===== src/rtl/tick_scheduler.sv =====
// Runtime-programmable clock-enable scheduler: NCH divide channels emit one-cycle
// tick pulses in the in_clk domain, reconfigured one channel at a time over valid/ready.
module tick_scheduler #(
  parameter int unsigned NCH         = 4,
  parameter int unsigned CHAN_W      = 2,
  parameter int unsigned DIV_W       = 32,
  parameter int unsigned DEFAULT_DIV = 2
) (
  input  logic              in_clk,
  input  logic              rst,
  input  logic              cfg_valid,
  output logic              cfg_ready,
  input  logic [CHAN_W-1:0] cfg_chan,
  input  logic [DIV_W-1:0]  cfg_div,
  input  logic              cfg_en,
  output logic              cfg_err,
  input  logic              sync_all,
  output logic [NCH-1:0]    tick,
  output logic              busy
);

  // state | meaning
  // IDLE  | ready for a configuration request
  // APPLY | staged request is written to its channel on the exit edge
  typedef enum logic {
    IDLE  = 1'b0,
    APPLY = 1'b1
  } state_t;

  state_t state_q, state_d;
  logic   ready_q, ready_d;
  logic   err_d;
  logic   accept;
  logic   apply_now;
  logic   chan_ok;

  logic [CHAN_W-1:0] stg_chan;
  logic [DIV_W-1:0]  stg_div;
  logic              stg_en;

  assign chan_ok   = (32'(stg_chan) < NCH);
  assign cfg_ready = ready_q;
  assign busy      = (state_q == APPLY);

  always_comb begin
    state_d   = state_q;
    err_d     = 1'b0;
    accept    = 1'b0;
    apply_now = 1'b0;
    case (state_q)
      IDLE: begin
        accept = cfg_valid && ready_q;
        if (accept) state_d = APPLY;
      end
      APPLY: begin
        apply_now = 1'b1;
        err_d     = !chan_ok;
        state_d   = IDLE;
      end
      default: state_d = IDLE;
    endcase
    // ready is registered so it stays low for the first cycle after reset release
    ready_d = (state_d == IDLE);
  end

  always_ff @(posedge in_clk or negedge rst) begin
    if (!rst) begin
      state_q  <= IDLE;
      ready_q  <= 1'b0;
      cfg_err  <= 1'b0;
      stg_chan <= '0;
      stg_div  <= '0;
      stg_en   <= 1'b0;
    end else begin
      state_q <= state_d;
      ready_q <= ready_d;
      cfg_err <= err_d;
      if (accept) begin
        stg_chan <= cfg_chan;
        stg_div  <= cfg_div;
        stg_en   <= cfg_en;
      end
    end
  end

  for (genvar g = 0; g < NCH; g++) begin : g_ch
    logic [DIV_W-1:0] cnt_q;
    logic [DIV_W-1:0] div_q;
    logic [DIV_W-1:0] divm1;
    logic             en_q;
    logic             tick_q;
    logic             hit;

    assign hit   = apply_now && chan_ok && (stg_chan == CHAN_W'(g));
    // div of 0 behaves as 1, so the terminal count never underflows
    assign divm1 = (div_q == '0) ? '0 : div_q - DIV_W'(1);

    always_ff @(posedge in_clk or negedge rst) begin
      if (!rst) begin
        cnt_q  <= '0;
        div_q  <= DIV_W'(DEFAULT_DIV);
        en_q   <= 1'b0;
        tick_q <= 1'b0;
      end else if (hit) begin
        div_q  <= stg_div;
        en_q   <= stg_en;
        cnt_q  <= '0;
        tick_q <= 1'b0;
      end else if (sync_all || !en_q) begin
        cnt_q  <= '0;
        tick_q <= 1'b0;
      end else if (cnt_q == divm1) begin
        cnt_q  <= '0;
        tick_q <= 1'b1;
      end else begin
        cnt_q  <= cnt_q + DIV_W'(1);
        tick_q <= 1'b0;
      end
    end

    assign tick[g] = tick_q;
  end

endmodule

===== config.mk =====
export PLATFORM = sky130hd
export DESIGN_NAME = tick_scheduler
export DESIGN_NICKNAME = d
export VERILOG_FILES = /design/src/rtl/tick_scheduler.sv
export SDC_FILE = /design/constraint.sdc
export NUM_CORES = 1
export LEC_CHECK = 0
export ABC_AREA = 1
export CAP_MARGIN = 20
export CELL_PAD_IN_SITES_DETAIL_PLACEMENT = 2
export CELL_PAD_IN_SITES_GLOBAL_PLACEMENT = 2
export CORE_MARGIN = 1.5
export CORE_UTILIZATION = 35
export CTS_CLUSTER_DIAMETER = 50
export DETAILED_ROUTE_END_ITERATION = 8
export PLACE_DENSITY = 0.83
export SYNTH_ARGS = -nofsm -noshare
export SYNTH_HDL_FRONTEND = slang
export SYNTH_SLANG_ARGS = --single-unit

===== constraint.sdc =====
create_clock -name in_clk -period 2.8 [get_ports in_clk]
set_input_delay 0.56 -clock in_clk [delete_from_list [all_inputs] [get_ports in_clk]]
set_output_delay 0.56 -clock in_clk [all_outputs]
set_load 0.01 [all_outputs]

Yosys cells after proc, flatten, opt, wreduce, memory -nomap -nowiden:

Index checks and enable logic that the tools add are counted.

* register bits: 301
* input port bits: 39
* output and inout bits: 7
* logic and storage cells: 88

* add/subtract/negate cells: 8
* eq/ne operators: 7
* mux-type cells: 32
* bitwise logic cells: 2
* reductions and logical operators: 18

Operator list (count)
* 32-bit 2-to-1 mux: 16
* 32-bit by 1-bit adder with 32-bit output (second input constant): 4
* 32-bit == test: 4
* 32-bit zero test: 4
* 32-bit by 1-bit subtractor with 32-bit output (second input constant): 4
* 1-bit 2-to-1 mux: 15
* 1-bit logical AND: 5
* 2-bit == test (second input constant): 2
* 1-bit zero test: 4
* 1-bit logical OR: 4
* 2-bit by 1-bit == test with 1-bit output (second input constant): 1
* 2-bit zero test: 1
* 1-bit NOT: 2
* 1-bit one-hot mux with 2 select lines: 1

Logic depth before layout (Yosys ltp):

Gate-level depths: netlist of the first run.

* depth after elaboration: 6
* gate-level depth with buffers: 19
* mapped depth without buffers: 18

Least setup slack after synthesis of the first run:

Ideal clock, no wire load.

* kind: reg2reg
* start: reg g_ch[2].div_q[1]
* end: reg g_ch[2].cnt_q[11]
* library setup time: 0.131 ns
* arrival time: 2.254 ns
* required time: 2.669 ns
* path slack: 0.416 ns
* stages on the path, launching flop included: 17
* buffers on the path: 2
* period minus slack after synthesis: 2.384 ns
* cell sequence: dfstp_2 > inv_1 > ha_1 > nand2_1 > nor2_2 > nand2_1 > inv_2 > nand2_4 > buf_2 > nand3_1 > nand2_1 > nand2_1 > nor3_1 > nand3_1 > nor2_4 > buf_6 > nor2_1

* word-level cells in the longest chain between the ends: 6
* elaborated cells on any way between the ends: 7
* classes of those cells: add/sub (1); eq/ne (1); mux (4); reduce/logical (1)

Ends and longest elaborated chain
* from (decl): line 88 `logic [DIV_W-1:0] div_q;`
* from (signal assigned): line 101 `div_q <= DIV_W'(DEFAULT_DIV);`
* from (signal assigned): line 105 `div_q <= stg_div;`
* 32-bit by 1-bit subtractor with 32-bit output or 32-bit zero test (tied branches): line 96 `assign divm1 = (div_q == '0) ? '0 : div_q - DIV_W'(1);`
* 32-bit 2-to-1 mux (*): line 96
* 32-bit == test (*): line 112 `end else if (cnt_q == divm1) begin`
* 32-bit 2-to-1 mux (*): line 112
* 32-bit 2-to-1 mux (*): line 109 `end else if (sync_all || !en_q) begin`
* 32-bit 2-to-1 mux (*): line 104 `end else if (hit) begin`
* to (signal assigned): line 116 `cnt_q <= cnt_q + DIV_W'(1);`
* to (decl): line 87 `logic [DIV_W-1:0] cnt_q;`

Mark *: on every way between the ends. The rest lies on a longest branch, timed or not.
A chain may end at the register's enable or synchronous reset.

Worst setup path in the final report of the first run:

* start: reg g_ch[1].div_q[0]
* end: reg g_ch[1].cnt_q[4]

* word-level cells in the longest chain between the ends: 6
* elaborated cells on any way between the ends: 7
* classes of those cells: add/sub (1); eq/ne (1); mux (4); reduce/logical (1)

Ends and longest elaborated chain (line)
* from (decl): 88
* from (signal assigned): 101
* from (signal assigned): 105
* 32-bit by 1-bit subtractor with 32-bit output or 32-bit zero test (tied branches): 96
* 32-bit 2-to-1 mux (*): 96
* 32-bit == test (*): 112
* 32-bit 2-to-1 mux (*): 112
* 32-bit 2-to-1 mux (*): 109
* 32-bit 2-to-1 mux (*): 104
* to (signal assigned): 116
* to (decl): 87

Marks and branches as above.

==> results.toml, run 1 <==
[drt]
wl_per_cell_um = 27.6
via_per_inst = 5.86
drt_iter0_markers = 1688
drcViolationCount = 0
drtAntennaViolNets = 0
dr.pass1.iters = 5
vias = 24333
drt-total-wl_mm = 114

[global_route]
grt-ovfl-total = 0
grt_usage = 0.310
grt_pass1_vias = 24908
grt_pass1_wl_mm = 145
antenna_found_initial = 4
grt_max_degree = 68

[floorplanning]
io_pins = 46
core_area_sq_mm = 0.0568
die_area_sq_mm = 0.0593
die_y_um = 244
die_x_um = 244
num_rows = 87
start_util = 0.356

[cts]
clk_latency_ns = 0.66
clockBufferDepth = 3
htreeDepth = 2
clk_pin_slew_ns = 0.08
cts_sinks = 301
cts_tree = "yes"
cts_buffers = 49
clockRootBuffer = "clkbuf_16"

[yosys]
netlist_area_sq_mm = 0.0202
seq_area_frac_synth = 0.372
netlist_top_cells_area = "dfrtp_1, nand2_1, nor2_1"
synth-seq-cells = 301
synthArstFlopShare = 1.00
synth_flop_cell = "dfrtp_1"
synth_edf_count = 0
yosysTopAreaCellShare = 0.367
yosysMostFrequentCell = "nand2_1"
synth_commonest_cells = "nand2_1, nor2_1, inv_1"
syn_avg_cell_area_sq_um = 6.39
yosys.area.top_type = "dfrtp_1"
syn-num-nets = 3214
syn_inst = 3167
synth-warning-count = 0
ys_types = 41

[worst_setup_path]
cp.required_ns = 3.33
end_kind = "register"
worstPathMaxFanout = 8
worst-r2r-cell-count = 16
path_class = "register to register"
startpoint = "g_ch[1].div_q[0]"
start_kind = "register"
rr_startpoint = "g_ch[1].div_q[0]"
rrSetupSlack_ns = -0.19
crit_arrival_ns = 3.52
r2r_end = "g_ch[1].cnt_q[4]"

[min_path]
hp-class = "primary input to async pin"

[power]
p_leak_nw = 11.8
powerDensity_mw_per_mm2 = 1130
irDropWorstVdd_mv = 0.542
finalPower_mw = 29.0

[placement]
place.gp.congestion = 0.932
numPortBuffers = 44
dp_slack_ns = -0.0626
dpl.hpwl_mm = 66.3

[layout]
drive_gt1_frac = 0.168
nets = 3400
postLayoutCoreUtil = 0.451
syn_to_final_growth_pct = 26.7

[timing]
fin_skew_ns = 0.0424
period_share = 1.07
rsz0062_at_grt = "true"
fmax_mhz = 334
tightest_slew_ns = 0.845
relSlewSlack = 0.431
maxSlewViolCount = 0
finalCriticalPeriod_ns = 2.99
hold_violations = 0
worst_slack_ns = -0.193
setup_viol = 130

[run_status]
status = "finished with violations"
violations = "setup timing"

[run]
maxCapViolCount = 0
==> timing repair <==
item                       in CTS  in global routing
setup buffers                   1                 44
hold buffers                    1                  0
hold endpoints to repair       26                  0
resized for setup              24                288
pin swaps                       3                 62
setup endpoints to repair      93                131
cloned                          2                 15
==> metrics by stage <==
| stage | setup TNS (ns) | cells | cell area [sq um] | hold slack [ns] |
|---|---|---|---|---|
| floorplan | 0 | 3167 | 20200 | 0.264 |
| global placement | 0 | 3995 | 22100 | 0.461 |
| detailed placement | -2.87 | 3995 | 22100 | 0.468 |
| CTS | 0 | 4091 | 24100 | 0.424 |
| global route | -33.25 | 4152 | 25700 | 0.424 |
| finish | -16.84 | 4152 | 25700 | 0.412 |
==> worst max-delay path by stage <==
stage	end	slack, ns	cells after the start
after floorplan	g_ch[2].cnt_q[11]	0.42	16
after global placement	g_ch[0].cnt_q[11]	0.06	18
after detailed placement	g_ch[0].cnt_q[11]	-0.06	17
after CTS	g_ch[2].cnt_q[5]	0.00003	19
after global routing	g_ch[0].cnt_q[6]	-0.30	16
final	g_ch[1].cnt_q[4]	-0.19	16
==> cells by family after synthesis <==
| kind of cell | synth area share |
|---|---|
| compound gates | 0.0801 |
| xor+xnor | 0.0164 |
| fa+ha+maj | 0.00494 |
| buf+inv | 0.0863 |
| flops | 0.372 |
| other cells | 0.000185 |
| simple gates | 0.440 |
==> state kept, by name, summed over array words and instances, names as in the netlist <==
| name | cells |
|---|---|
| stg_chan | 2 |
| cfg_ready | 1 |
| g_ch.div_q | 128 |
| g_ch.cnt_q | 128 |
| g_ch.en_q | 4 |
| busy | 1 |
| stg_div | 32 |
| stg_en | 1 |
| g_ch.tick_q | 4 |
==> layout by cell type (no fill, tap or decap), types with 7 or more instances in the layout <==
cell / n
o21ai_1: 15
o211ai_1: 10
o21ai_2: 8
bufinv_16: 10
dfrtp_2: 30
nor2_4: 52
clkbuf_16: 61
nand2_2: 38
nor4_1: 7
o21ai_0: 220
nand2_1: 963
nand3_2: 7
or2_2: 18
nor3_1: 43
a21oi_1: 16
o21bai_1: 19
xor2_1: 31
inv_2: 14
inv_6: 7
nand4_1: 112
nor2_2: 105
inv_1: 324
buf_4: 129
buf_6: 10
dfrtp_1: 267
clkdlybuf4s50_1: 43
buf_12: 13
nor3_2: 10
nor2_1: 430
nand3_1: 285
nand2_4: 13
==> power breakdown <==
| part | switching, mW | total (mW) | internal, mW |
|---|---|---|---|
| clock network | 2.90 | 7.31 | 4.41 |
| registers | 1.96 | 7.40 | 5.44 |
| logic | 9.88 | 14.3 | 4.44 |
==> worst max-delay path, cell delays in order, from the launching register on <==
cell and delay (ns):
dfrtp_1 0.44, inv_2 0.12, ha_4 0.17, nand2_4 0.07
nor2_4 0.23, nand2_2 0.17, nand2_1 0.14, nand2_1 0.12
nor2_1 0.13, nand2_1 0.07, nand2_1 0.14, nand2_1 0.08
nor2_1 0.13, nand4_1 0.25, nor2_4 0.32, clkbuf_16 0.23
nor2_1 0.05
==> area by class of cell <==
class	count	area [sq um]
Clock inverter	35	538
Clock buffer	57	1330
Timing Repair Buffer	210	2110
Fill cell	6772	31200
Tap cell	756	946
Inverter	343	1290
Antenna cell	2	5.00
Sequential cell	301	7570
Multi-Input combinational cell	2448	11900
==> layer usage <==
layer,track usage,up-vias,routed length (um)
met5,0,-,27
li1,-,10527,-
met4,0.142,4,7900
met1,0.393,12609,45300
met2,0.534,805,56000
met3,0.0301,388,5200
Power figures use the tool's default switching activity.
==> run 2: changes to the inputs <==
--- a/config.mk
+++ b/config.mk
@@ -14,6 +14,7 @@
 export CTS_CLUSTER_DIAMETER = 50
 export DETAILED_ROUTE_END_ITERATION = 8
 export PLACE_DENSITY = 0.83
+export SLEW_MARGIN = 40
 export SYNTH_ARGS = -nofsm -noshare
 export SYNTH_HDL_FRONTEND = slang
 export SYNTH_SLANG_ARGS = --single-unit
==> results of run 2 <==
Same layout as run 1: the final DEF is identical, and so are final timing and power.
==> run 3: changes to the inputs <==
--- a/config.mk
+++ b/config.mk
@@ -14,7 +14,7 @@
 export CTS_CLUSTER_DIAMETER = 50
 export DETAILED_ROUTE_END_ITERATION = 8
 export PLACE_DENSITY = 0.83
-export SLEW_MARGIN = 40
+export SLEW_MARGIN = 20
 export SYNTH_ARGS = -nofsm -noshare
 export SYNTH_HDL_FRONTEND = slang
 export SYNTH_SLANG_ARGS = --single-unit
==> results of run 3 <==
Same layout as run 1: the final DEF is identical, and so are final timing and power.
